<file path="src/rtl/lane_scheduler.sv">
// lane_scheduler: four-lane traffic phase sequencer with per-lane green times and BCD countdown.
// Define LANE_SCHED_ALLRED_EN to insert a 2 s all-red phase between yellow and the next green.
module lane_scheduler (
    input  logic       CLK,
    input  logic       RST,
    input  logic       tick_1hz,
    input  logic       C_EN,
    input  logic [1:0] speed_select,
    input  logic [2:0] flowspeed,
    output logic [1:0] lane,
    output logic [1:0] phase,
    output logic [3:0] D_OUT1,
    output logic [3:0] D_OUT0,
    output logic       phase_done,
    output logic       cycle_wrap
);
    typedef enum logic [1:0] {GREEN = 2'b00, YELLOW = 2'b01, ALLRED = 2'b10, IDLE = 2'b11} state_t;
`ifdef LANE_SCHED_ALLRED_EN
    localparam state_t LAST = ALLRED;
`else
    localparam state_t LAST = YELLOW;
`endif
    state_t     state_q, state_d;
    logic [6:0] rem_q, rem_d, hi_q, hi_d, lo_q, lo_d;
    logic [1:0] lane_q, lane_d;
    logic [3:0] d1_q, d0_q;
    logic       en_q, done_q, wrap_q, step, go, to_green;

    always_comb begin
        hi_d = hi_q;
        lo_d = lo_q;
        if (flowspeed == 3'b000) begin
            hi_d = 7'd44;
            lo_d = 7'd44;
        end else if (flowspeed == 3'b001) begin
            hi_d = 7'd55;
            lo_d = 7'd33;
        end else if (flowspeed[1:0] == 2'b11) begin
            hi_d = 7'd66;
            lo_d = 7'd22;
        end
        // en_q suppresses the tick that arrives together with C_EN rising
        step     = tick_1hz && C_EN && en_q;
        go       = step && rem_q == 7'd1;
        to_green = state_q == IDLE || (go && state_q == LAST);
        lane_d   = state_q == IDLE ? 2'd0 : to_green ? lane_q + 2'd1 : lane_q;
        state_d  = to_green ? GREEN : go ? (state_q == GREEN ? YELLOW : ALLRED) : state_q;
        rem_d    = to_green ? (lane_d == speed_select ? hi_d : lo_d)
                 : go ? (state_q == GREEN ? 7'd5 : 7'd2)
                 : step ? rem_q - 7'd1 : rem_q;
    end

    always_ff @(posedge CLK or negedge RST) begin
        if (!RST) begin
            state_q <= IDLE;
            rem_q   <= '0;
            hi_q    <= 7'd44;
            lo_q    <= 7'd44;
            lane_q  <= '0;
            d1_q    <= '0;
            d0_q    <= '0;
            en_q    <= 1'b0;
            done_q  <= 1'b0;
            wrap_q  <= 1'b0;
        end else begin
            state_q <= state_d;
            rem_q   <= rem_d;
            lane_q  <= lane_d;
            d1_q    <= 4'(rem_d / 7'd10);
            d0_q    <= 4'(rem_d % 7'd10);
            en_q    <= C_EN;
            done_q  <= go;
            wrap_q  <= go && to_green && lane_q == 2'd3;
            if (to_green) begin
                hi_q <= hi_d;
                lo_q <= lo_d;
            end
        end
    end

    assign lane       = lane_q;
    assign phase      = state_q;
    assign D_OUT1     = d1_q;
    assign D_OUT0     = d0_q;
    assign phase_done = done_q;
    assign cycle_wrap = wrap_q;
endmodule

</file>
<file path="config.mk">
export PLATFORM = sky130hd
export DESIGN_NAME = lane_scheduler
export DESIGN_NICKNAME = d
export VERILOG_FILES = /design/src/rtl/lane_scheduler.sv
export SDC_FILE = /design/constraint.sdc
export NUM_CORES = 1
export LEC_CHECK = 0
export CORE_ASPECT_RATIO = 1.75
export CORE_MARGIN = 2
export CORE_UTILIZATION = 53
export DETAILED_ROUTE_END_ITERATION = 10
export PLACE_DENSITY = 0.77
export SYNTH_ARGS = -nofsm -noshare
export SYNTH_HDL_FRONTEND = slang
export SYNTH_SLANG_ARGS = --single-unit
</file>
<file path="constraint.sdc">
create_clock -name CLK -period 5.45 [get_ports CLK]
set_clock_uncertainty 0.2 [all_clocks]
set_input_delay 0.545 -clock CLK [delete_from_list [all_inputs] [get_ports CLK]]
set_output_delay 0.545 -clock CLK [all_outputs]
set_load 0.005 [all_outputs]
</file>
==> flow_metrics.env, run 1 <==
export IMPL_multi_input_area_um2=1820
export IMPL_synth_area_leaders="dfrtp_1 24%, dfstp_2 7.5%, nand2_1 5.1%"
export IMPL_synthFlopType="dfrtp_1"
export IMPL_htree_num_levels=2
export IMPL_yosysSeqAreaShare=0.317
export IMPL_dieArea_um2=5900
export IMPL_yosysTopAreaCellShare=0.242
export IMPL_synth_avg_cell_area_um2=8.47
export IMPL_power_density_nw_per_um2=526
export IMPL_wl_per_cell_um=18.3
export IMPL_dr_pass1_iters=7
export IMPL_start_util=0.541
export IMPL_crit_path_end_kind="flip-flop"
export IMPL_slew_viol_final=0
export IMPL_yosys_top_cells_count="38 x nand2_1, 30 x nor2_1, 27 x dfrtp_1"
export IMPL_crit_arrival_ns=5.35
export IMPL_finalNonFillerCells=441
export IMPL_grtUsageTotal=0.279
export IMPL_grt_pass1_vias=2645
export IMPL_syn2layout_area_growth_pct=24.6
export IMPL_clk_path_buf_depth=2
export IMPL_port_buffers=22
export IMPL_rr_worst_depth=24
export IMPL_p_leak_nw=1.43
export IMPL_overflow=0
export IMPL_drc_errors=2
export IMPL_synth_most_common_cell="nand2_1"
export IMPL_fp_dieW_um=58.9
export IMPL_core_region_area_um2=5170
export IMPL_min_period_ns=5.31
export IMPL_clock_sinks=35
export IMPL_timing_hold_ws_ns=0.132
export IMPL_cts_root_buf="clkbuf_8"
export IMPL_worstPathRequired_ns=5.49
export IMPL_synthCells=330
export IMPL_first_iter_violations=144
export IMPL_setup_viol=0
export IMPL_worst_r2r_setup_slack_ns=0.14
export IMPL_num_antenna_cells=0
export IMPL_pre_cts_ws_ns=-0.190
export IMPL_fin_crit_sh=0.974
export IMPL_holdCritPathClass="input pin to async pin"
export IMPL_synth_cell_types=72
export IMPL_violations="design-rule violations"
export IMPL_grt_pass1_wl_um=12600
export IMPL_netlist_area_um2=2800
export IMPL_fmax_ghz=0.188
export IMPL_grt_max_degree=36
export IMPL_ios=23
export IMPL_reg2reg_from="rem_q[1]$_DFF_PN0_"
export IMPL_cap_violations=0
export IMPL_status="finished, violations left"
export IMPL_nets=400
export IMPL_critical_path_max_fanout=7
export IMPL_die_y_um=100
export IMPL_rows=35
export IMPL_peakVddDrop_v=0.000575
export IMPL_synth_edf_count=0
export IMPL_finalPower_mw=1.83
export IMPL_drive_above_1_share=0.259
export IMPL_path_clk_slew_ns=0.08
export IMPL_routed_wl_um=8050
export IMPL_regArea_um2=886
export IMPL_ys_ff_latch=35
export IMPL_fillers=433
export IMPL_rr_endpoint="D_OUT0[1]$_DFF_PN0_"
export IMPL_ant_nets=0
export IMPL_clkLatencyLatePin_ns=0.30
export IMPL_slew_headroom=0.454
export IMPL_cts_buffers=5
export IMPL_tightest_slew_ns=0.819
export IMPL_yosysWarnings=0
export IMPL_startpoint="C_EN"
export IMPL_cp_start_kind="input pin"
export IMPL_place_congestion=0.943
export IMPL_synthArstFlopShare=1.00
export IMPL_synth_top_cell_by_area="dfrtp_1"
export IMPL_path_class="input pin to flip-flop"
export IMPL_endpoint="D_OUT0[1]$_DFF_PN0_"
export IMPL_syn_nets=345
export IMPL_viasPerCell=6.38
export IMPL_fin_ws_ns=0.142
export IMPL_vias=2815
export IMPL_finalHoldViolCount=0
export IMPL_antenna_found_initial=0
export IMPL_cts_tree="yes"
export IMPL_dp_hpwl_um=5900
export IMPL_placed_cells=426
## per-layer routing
layer	up-vias	global-route usage	wire length, um
li1	1342	-	-
met1	1350	0.307	3020
met3	26	0.0348	372
met5	-	0	0
met2	97	0.501	4370
met4	0	0.149	295
## cell usage in the layout, fill, tap and decap left out, types with 6 or more instances in the layout
cell type,Yosys,final
buf_4,3,41
nand2_1,38,37
dfrtp_1,27,27
nor2_1,30,27
a21oi_1,26,24
inv_1,22,22
clkdlybuf4s50_1,0,21
o21ai_0,15,15
nor3_1,12,12
nand3_1,10,9
dfstp_2,8,8
a31oi_1,8,7
nand4_1,6,6
o221ai_1,6,6
## registers in the layout, summed over array words and instances, names as in the netlist
| name | flops |
|---|---|
| cycle_wrap | 1 |
| en_q | 1 |
| lo_q | 7 |
| rem_q | 6 |
| hi_q | 7 |
| lane | 2 |
| phase_done | 1 |
| phase | 2 |
| D_OUT0 | 4 |
| D_OUT1 | 4 |
## worst min-delay path by stage
stage,startpoint,endpoint
CTS,RST,lane[0]$_DFF_PN0_
finish,RST,lane[0]$_DFF_PN0_
floorplan,RST,D_OUT0[0]$_DFF_PN0_
global placement,hi_q[2]$_DFFE_PN1N_,hi_q[2]$_DFFE_PN1N_
detailed placement,hi_q[2]$_DFFE_PN1N_,hi_q[2]$_DFFE_PN1N_
global route,RST,cycle_wrap$_DFF_PN0_
## stage by stage
step | TNS [ns] | cell area, um2 | util
finish | 0 | 3480 | 0.674
global route | -0.134 | 3480 | 0.674
CTS | 0 | 3360 | 0.650
detailed placement | -0.483 | 3270 | 0.632
global placement | -0.0117 | 3270 | 0.632
floorplan | 0 | 2800 | -
## final cells by class
type | instances | share of cell area
inverters | 25 | 0.0277
flip-flops and latches | 35 | 0.254
multi-input cells | 255 | 0.523
repair buffers | 63 | 0.150
clock buffers | 5 | 0.0198
clock inverters | 3 | 0.00575
well taps | 55 | 0.0198
## power by group
part / internal (mW) / leakage [nW] / switching, mW
clock network: 0.0890 / 0.0402 / 0.108
registers: 0.334 / 0.409 / 0.0584
logic: 0.581 / 0.982 / 0.664
## logic make-up (layout without fill, tap and decap cells)
family,after synthesis,after routing,synth area share
AND/OR/NAND/NOR,132,132,0.255
AO/OA/AOI/OAI,106,106,0.304
XOR/XNOR,5,5,0.0157
buffers and inverters,40,96,0.0595
adder cells (fa/ha/maj),7,7,0.0304
flip-flops,35,35,0.317
multiplexers,5,5,0.0188
## critical path, stage by stage
cell and delay [ns]:
clkdlybuf4s50_1 0.51, nand3_2 0.19, or4_4 0.62, a31oi_4 0.23
o22ai_2 0.13, or3_4 0.36, a311oi_4 0.33, inv_2 0.13
nor2_2 0.16, nand2_1 0.08, a21oi_2 0.16, nor2_2 0.07
ha_1 0.19, and2_1 0.18, a31oi_2 0.22, a21oi_2 0.08
nor2_2 0.18, xnor2_2 0.16, ha_2 0.22, nand2_1 0.06
o32a_1 0.29, o2111ai_1 0.09, o211a_1 0.16
## what timing repair did
| action | 4_1_cts | 5_1_grt |
|---|---|---|
| buffers inserted | 0 | 7 |
| pin swaps | 0 | 7 |
| hold buffers | 0 | 0 |
| endpoints found under the setup margin | 1 | 3 |
| resized for setup | 1 | 16 |
No activity file was read; power rests on OpenSTA's default activity.
==> run 2: changes to the inputs <==
--- a/config.mk
+++ b/config.mk
@@ -8,8 +8,10 @@
 export CORE_ASPECT_RATIO = 1.75
 export CORE_MARGIN = 2
 export CORE_UTILIZATION = 53
+export CTS_CLUSTER_DIAMETER = 120
 export DETAILED_ROUTE_END_ITERATION = 10
 export PLACE_DENSITY = 0.77
+export SLEW_MARGIN = 10
 export SYNTH_ARGS = -nofsm -noshare
 export SYNTH_HDL_FRONTEND = slang
 export SYNTH_SLANG_ARGS = --single-unit
==> results of run 2 <==
Final layout, timing and power as in run 1 (identical DEF).
